--- src/rtl/weight_update_writer.sv ---
// Consumer of backprop_stack weight-update records: read-modify-write of one weight row per record,
// w_new = w - ((lr * grad) >>> 8) in Q8.8. Define WEIGHT_UPDATE_SAT_EN to saturate lanes instead of wrapping.
module weight_update_writer #(
    parameter int unsigned max_layer_size = 4,
    parameter int unsigned data_size      = 16,
    parameter int unsigned size           = 3,
    parameter int unsigned addr_width     = 8
) (
    input  logic                          clk,
    input  logic                          rst_n,
    input  logic                          active_train,
    input  logic [data_size-1:0]          learning_rate,
    output logic                          read_update_data,
    input  logic                          is_update_weight,
    input  logic [size*data_size-1:0]     update_weight_value,
    input  logic [31:0]                   update_weight_row,
    input  logic [31:0]                   update_weight_layer,
    output logic [addr_width-1:0]         mem_addr,
    output logic                          mem_rd_en,
    input  logic [size*data_size-1:0]     mem_rd_data,
    output logic                          mem_wr_en,
    output logic [size*data_size-1:0]     mem_wr_data,
    output logic                          update_done,
    output logic                          drop_error,
    output logic [15:0]                   update_count
);

    localparam int unsigned DW   = data_size;
    localparam int unsigned RowW = size * data_size;
    localparam int unsigned PW   = 2 * data_size;
    localparam int unsigned RW   = 2 * data_size + 1;
    localparam int unsigned FRAC = 8;

    typedef enum logic [1:0] {
        S_IDLE  = 2'd0,
        S_READ  = 2'd1,
        S_WAIT  = 2'd2,
        S_WRITE = 2'd3
    } state_e;

    state_e                state_q;
    logic [RowW-1:0]       grad_q;
    logic [DW-1:0]         lr_q;
    logic [addr_width-1:0] addr_q;
    logic                  rd_en_q;
    logic                  wr_en_q;
    logic [RowW-1:0]       wr_data_q;
    logic [RowW-1:0]       wr_data_d;
    logic                  done_q;
    logic                  drop_q;
    logic [15:0]           count_q;
    logic                  capture;
    logic [31:0]           addr_full;

    // One lane: product at 2*DW bits, floor shift, subtract at 2*DW+1 bits, then narrow.
    function automatic logic [DW-1:0] lane_update(input logic signed [DW-1:0] w,
                                                  input logic signed [DW-1:0] g,
                                                  input logic signed [DW-1:0] lr);
        logic signed [PW-1:0] p;
        logic signed [PW-1:0] delta;
        logic signed [RW-1:0] r;
        p     = g * lr;
        delta = p >>> FRAC;
        r     = RW'(w) - RW'(delta);
`ifdef WEIGHT_UPDATE_SAT_EN
        if (r[RW-1:DW-1] != {(RW-DW+1){r[RW-1]}}) begin
            return r[RW-1] ? {1'b1, {(DW-1){1'b0}}} : {1'b0, {(DW-1){1'b1}}};
        end
        return r[DW-1:0];
`else
        return r[DW-1:0];
`endif
    endfunction

    // Lane 0 sits in the MSBs of every row bus.
    always_comb begin
        wr_data_d = '0;
        for (int i = 0; i < int'(size); i++) begin
            wr_data_d[(size-1-i)*DW +: DW] = lane_update(mem_rd_data[(size-1-i)*DW +: DW],
                                                         grad_q[(size-1-i)*DW +: DW],
                                                         lr_q);
        end
    end

    assign read_update_data = rst_n && (state_q == S_IDLE) && active_train;
    assign capture          = read_update_data && is_update_weight;
    assign addr_full        = update_weight_layer * 32'(max_layer_size) + update_weight_row;

    always_ff @(posedge clk or negedge rst_n) begin
        if (!rst_n) begin
            state_q   <= S_IDLE;
            grad_q    <= '0;
            lr_q      <= '0;
            addr_q    <= '0;
            rd_en_q   <= 1'b0;
            wr_en_q   <= 1'b0;
            wr_data_q <= '0;
            done_q    <= 1'b0;
            drop_q    <= 1'b0;
            count_q   <= '0;
        end else begin
            rd_en_q <= 1'b0;
            wr_en_q <= 1'b0;
            done_q  <= 1'b0;
            drop_q  <= 1'b0;
            case (state_q)
                S_IDLE: begin
                    if (capture) begin
                        grad_q <= update_weight_value;
                        lr_q   <= learning_rate;
                        if (update_weight_row >= 32'(max_layer_size)) begin
                            drop_q <= 1'b1;
                        end else begin
                            addr_q  <= addr_width'(addr_full);
                            rd_en_q <= 1'b1;
                            state_q <= S_READ;
                        end
                    end
                end
                S_READ: begin
                    state_q <= S_WAIT;
                end
                S_WAIT: begin
                    wr_data_q <= wr_data_d;
                    wr_en_q   <= 1'b1;
                    done_q    <= 1'b1;
                    count_q   <= count_q + 16'd1;
                    state_q   <= S_WRITE;
                end
                S_WRITE: begin
                    state_q <= S_IDLE;
                end
                default: begin
                    state_q <= S_IDLE;
                end
            endcase
        end
    end

    assign mem_addr     = addr_q;
    assign mem_rd_en    = rd_en_q;
    assign mem_wr_en    = wr_en_q;
    assign mem_wr_data  = wr_data_q;
    assign update_done  = done_q;
    assign drop_error   = drop_q;
    assign update_count = count_q;

endmodule

--- config.mk ---
export PLATFORM = sky130hd
export DESIGN_NAME = weight_update_writer
export DESIGN_NICKNAME = d
export VERILOG_FILES = /design/src/rtl/weight_update_writer.sv
export SDC_FILE = /design/constraint.sdc
export NUM_CORES = 2
export LEC_CHECK = 0
export ABC_AREA = 1
export CAP_MARGIN = 15
export CORE_MARGIN = 2
export CORE_UTILIZATION = 25
export DETAILED_ROUTE_END_ITERATION = 6
export SKIP_CTS_REPAIR_TIMING = 1
export SYNTH_ARGS = -nofsm -noshare
export SYNTH_HDL_FRONTEND = slang
export SYNTH_SLANG_ARGS = --single-unit
--- constraint.sdc ---
create_clock -name clk -period 9.3 [get_ports clk]
set_input_delay 1.86 -clock clk [delete_from_list [all_inputs] [get_ports clk]]
set_output_delay 1.86 -clock clk [all_outputs]
set_load 0.05 [all_outputs]
; Word-level counts from Yosys, hierarchy flattened
; Index checks and enable logic that the tools add are counted.
[word_totals]
output_inout_bits = 77
ff_bits = 141
[classes]
n_eq_ne = 5
n_addsub = 5
reduce_logical = 7
n_bitwise = 1
multipliers = 3
order_cmp = 1
n_mux = 10
[ops]
columns = op, count
row1 = $mul 16x16->24, 3
row2 = $sub 16x16->16, 3
row3 = $ge 32x3->1 const B, 1
row4 = $add 16x1->16 const B, 1
row5 = $add 8x8->8, 1
row6 = $pmux 2 s4, 1
row7 = $mux 1, 7
row8 = $eq 2x2->1 const B, 2
row9 = $mux 2, 2
row10 = $ne 2x2->1 const B, 2
row11 = $reduce_and 2->1, 2
row12 = $logic_and 1x1->1, 3
row13 = $reduce_and 3->1, 1
row14 = $eq 2x1->1 const B, 1
row15 = $logic_not 2->1, 1
row16 = $not 1->1, 1

; Logic depth before layout (Yosys ltp)
[logic_depth]
ltp_word = 6
depth_mapped = 35

; Worst setup path before layout
; OpenSTA, ideal clock, no wires.
[synth_timing]
path_type = reg2reg
from = register lr_q[2]
to = register wr_data_q[13], in the netlist mem_wr_data[13]
n_path_buf = 2
setup_time_ns = 0.118
path_stages_with_launch = 28
slack_ns = 2.579
t_arrival_ns = 6.603
path_cell_list = dfrtp_1 clkbuf_1 buf_1 nand2_1 fa_1 fa_1 fa_1 fa_1 inv_1 fa_1 inv_1 fa_1 inv_1 ha_1 nand2_1 nor4_1 a21oi_1 o21ai_1 xnor2_1 ha_1 a21oi_1 nor2_1 a211oi_2 nand3_1 a21o_1 or2_0 nand3_1 nand2_1
[synth_via]
elab_chain_cells = 2
[synth_rtl]
columns = item, line_no
row1 = start: declaration, 43  ; logic [DW-1:0] lr_q;
row2 = start signal: assignment, 110  ; lr_q <= learning_rate;
row3 = $mul 16x16->24, 62  ; p = g * lr;
row4 = $sub 16x16->16, 64  ; r = RW'(w) - RW'(delta);
row5 = end signal: assignment, 124  ; wr_data_q <= wr_data_d;
row6 = end: declaration, 47  ; logic [RowW-1:0] wr_data_q;
; No other way between the ends.
; A chain may end at the register's enable or synchronous reset.

; Final worst setup path
[layout_timing]
from = register lr_q[2]
to = register wr_data_q[25], in the netlist mem_wr_data[25]
; The elaborated chain is that of the path after synthesis.

==> results.txt <==
GRT Total Usage = 14.5%
outcome = finished clean
clock buffer depth = 2
min-delay src = mem_wr_data[44]
Least-Margin Pin Slew = 1.04 ns
Post-DP HPWL = 72,900 microns
Worst setup SP type = flop
Via density = 4.30
# fillers = 13,800
Num Clock Sinks = 141
Root Driver = clkbuf_16
setup violators final = 0
share of cells above drive strength 1 = 3.31%
routing usage on met3 = 2.93%
CTS buffer count = 17
Req. time, crit path = 9.69 ns
Final #Nets = 5,367
IO Pins = 257
chip width = 361 microns
layer with the highest usage = met2
Setup crit end kind = flop
Crit Reg-Reg Endpoint = mem_wr_data[25]
Min-Delay Path Depth = 2
starting density of the core = 25.1%
Max-slew headroom = 30.6%
total gr overflow = 0
die area = 131,000 sq um
skew final = 0.0140 ns
top-count cell post-synth = nand2_1
global-route wire length before repair = 148,000 microns
syn avg cell area = 7.51 sq um
final hold vios = 0
Avg WL per Cell = 15.1 microns
commonest cells in the netlist = nand2_1, inv_1, fa_1
vias in the first global route = 27,300
H-tree depth = 4
depth of the most critical reg-to-reg path = 24
Routed WL = 91,300 microns
Post-synth EDFFs = 0
Synth cell types = 54
CTS tree = yes
critical path startpoint = lr_q[2]
Tmin final = 7.55 ns
largest net degree at the start of global routing = 58
Post-Synthesis Cells = 4,253
Main synth FF type = dfrtp_1
Final TNS setup = 0 ns
synthesized area = 31,900 sq um
die height = 361 microns
antenna violations before repair = 6
Port-buffer cells = 230
Max Cap Violations = 0
worst-path maximum fanout = 34
FF+latch count, synth = 141
Core Region = 127,000 sq um
via count = 26,000
GPL Wtd Cong = 0.875
launch point of the worst reg-to-reg path = lr_q[2]
crit path kind = flop to flop
Final Cycle Share = 81.1%
GRT met1 Usage = 19.1%
leading area contributor after synthesis = fa_1
cell row count = 131
R2R setup slack = 1.75 ns
DR iter-0 viols = 1,469
Hold Path Sink = mem_wr_data[44]
GR met2 Demand/Resource = 23.7%
Routed Antenna Nets = 0
fin. max-slew vios = 0
Yosys warning count = 0
DRT Pass-1 Iters = 6
Seq/Total Area, Yosys = 11.0%
Post-synth ARST share = 100%
syn_nets = 5,258
post-synth top area share = 35.2%
Area Overhead vs Synth = 14.4%
RSZ-0062 raised after global routing = false
worst skew pair latency = 0.53 ns
DRC Markers = 0
Max Freq = 133 MHz
Reg clk slew, reported paths = 0.07 ns
synth top area cells = fa_1, nand2_1, inv_1
Arr. time, crit path = 7.93 ns
Worst Hold Class = flop to flop
worst max-delay path, cell delays in order (launching register included):
cell      delay (ns)
dfrtp_2         0.87
buf_4           0.38
nand2_1         0.11
fa_1            0.50
fa_1            0.58
fa_1            0.47
fa_1            0.54
inv_1           0.05
fa_1            0.47
inv_1           0.05
fa_1            0.47
inv_1           0.04
ha_1            0.35
a21oi_1         0.25
o21ai_0         0.15
inv_1           0.07
nand2_1         0.06
a21oi_1         0.27
xor2_1          0.33
ha_1            0.37
a21oi_1         0.22
o211ai_1        0.20
a21oi_1         0.31
xor2_1          0.20
o21ai_0         0.09
through the flow:
| step | util, % | cell area [sq um] | std cells | hold WS [ns] | setup slack, ns |
|---|---|---|---|---|---|
| after CTS | 28.7 | 36500 | 6036 | 0.486 | 1.46 |
| after global routing | 28.7 | 36500 | 6039 | 0.495 | 1.20 |
| after global placement | 28.2 | 35900 | 6004 | 0.462 | 1.58 |
| after detailed placement | 28.2 | 35900 | 6004 | 0.467 | 1.47 |
| final | 28.7 | 36500 | 6042 | 0.479 | 1.75 |
| after floorplan | - | 31900 | 4253 | 0.469 | 2.58 |
final cells by class:
cell class,instances,area [sq um],share of cell area [%]
Clock inverter,14,159,0.435
Tap cell,1662,2080,5.69
Sequential cell,141,3530,9.67
Timing Repair Buffer,266,2620,7.17
Clock buffer,18,439,1.20
Antenna cell,5,12.5,0.0342
Multi-Input combinational cell,2738,23200,63.5
Inverter,1198,4500,12.3
cells in the final DEF, fill, tap and decap left out, drive strengths merged:
cell type      synthesis  layout
nor4                  12      12
xor2                  48      48
o21a                   4       4
a31oi                 20      20
ha                   263     263
nand3b                11      11
bufinv                 0       2
fa                   562     562
dfrtp                141     141
clkdlybuf4s50          0     229
o221ai                 2       2
o211ai                 5       5
a21oi                103     103
o21ai                 90      90
nor3                  15      15
nand4                 14      14
xnor2                 43      43
clkbuf               138      19
and3b                  1       1
a21o                  21      21
or2                   20      20
o21bai                 8       8
and2                   2       2
buf                   38      36
diode                  0       5
inv                 1198    1203
a22oi                  1       1
a221oi                 4       4
a21boi                 3       3
clkinvlp               0       1
and3                   1       1
a211oi                 3       3
o31ai                  3       3
clkinv                 0       6
nor2                 101     101
nand3                116     116
nand2               1262    1262
worst max-delay path by stage:
stage	depth (start not counted)	slack (ns)	to
2_1_floorplan	27	2.58	mem_wr_data[13]
3_3_place_gp	26	1.58	mem_wr_data[45]
3_5_place_dp	26	1.47	mem_wr_data[45]
4_1_cts	26	1.46	mem_wr_data[45]
5_1_grt	30	1.20	mem_wr_data[31]
6_report	24	1.75	mem_wr_data[25]
layer usage:
| metal | wire, microns | vias up |
|---|---|---|
| met5 | 13 | - |
| met4 | 2440 | 2 |
| met3 | 5400 | 100 |
| met2 | 41700 | 651 |
| met1 | 41800 | 12700 |
| li1 | - | 12500 |
registers in the layout (all words and copies together), names as in the netlist:
register,count
grad_q,48
mem_wr_data,48
lr_q,16
update_count,16
mem_addr,8
state_q,2
drop_error,1
mem_rd_en,1
update_done,1
cells by family after synthesis:
logic type | count (synthesis) | share of synthesized area [%]
AO/OA/AOI/OAI | 267 | 4.91
buffers and inverters | 1374 | 16.3
AND/OR/NAND/NOR | 1555 | 19.7
XOR/XNOR | 91 | 2.52
flip-flops | 141 | 11.0
adder cells (fa/ha/maj) | 825 | 45.5
Power is left out: the tool's default activity adds up to more than one toggle a clock period on the data nets, which glitch-free logic cannot reach.
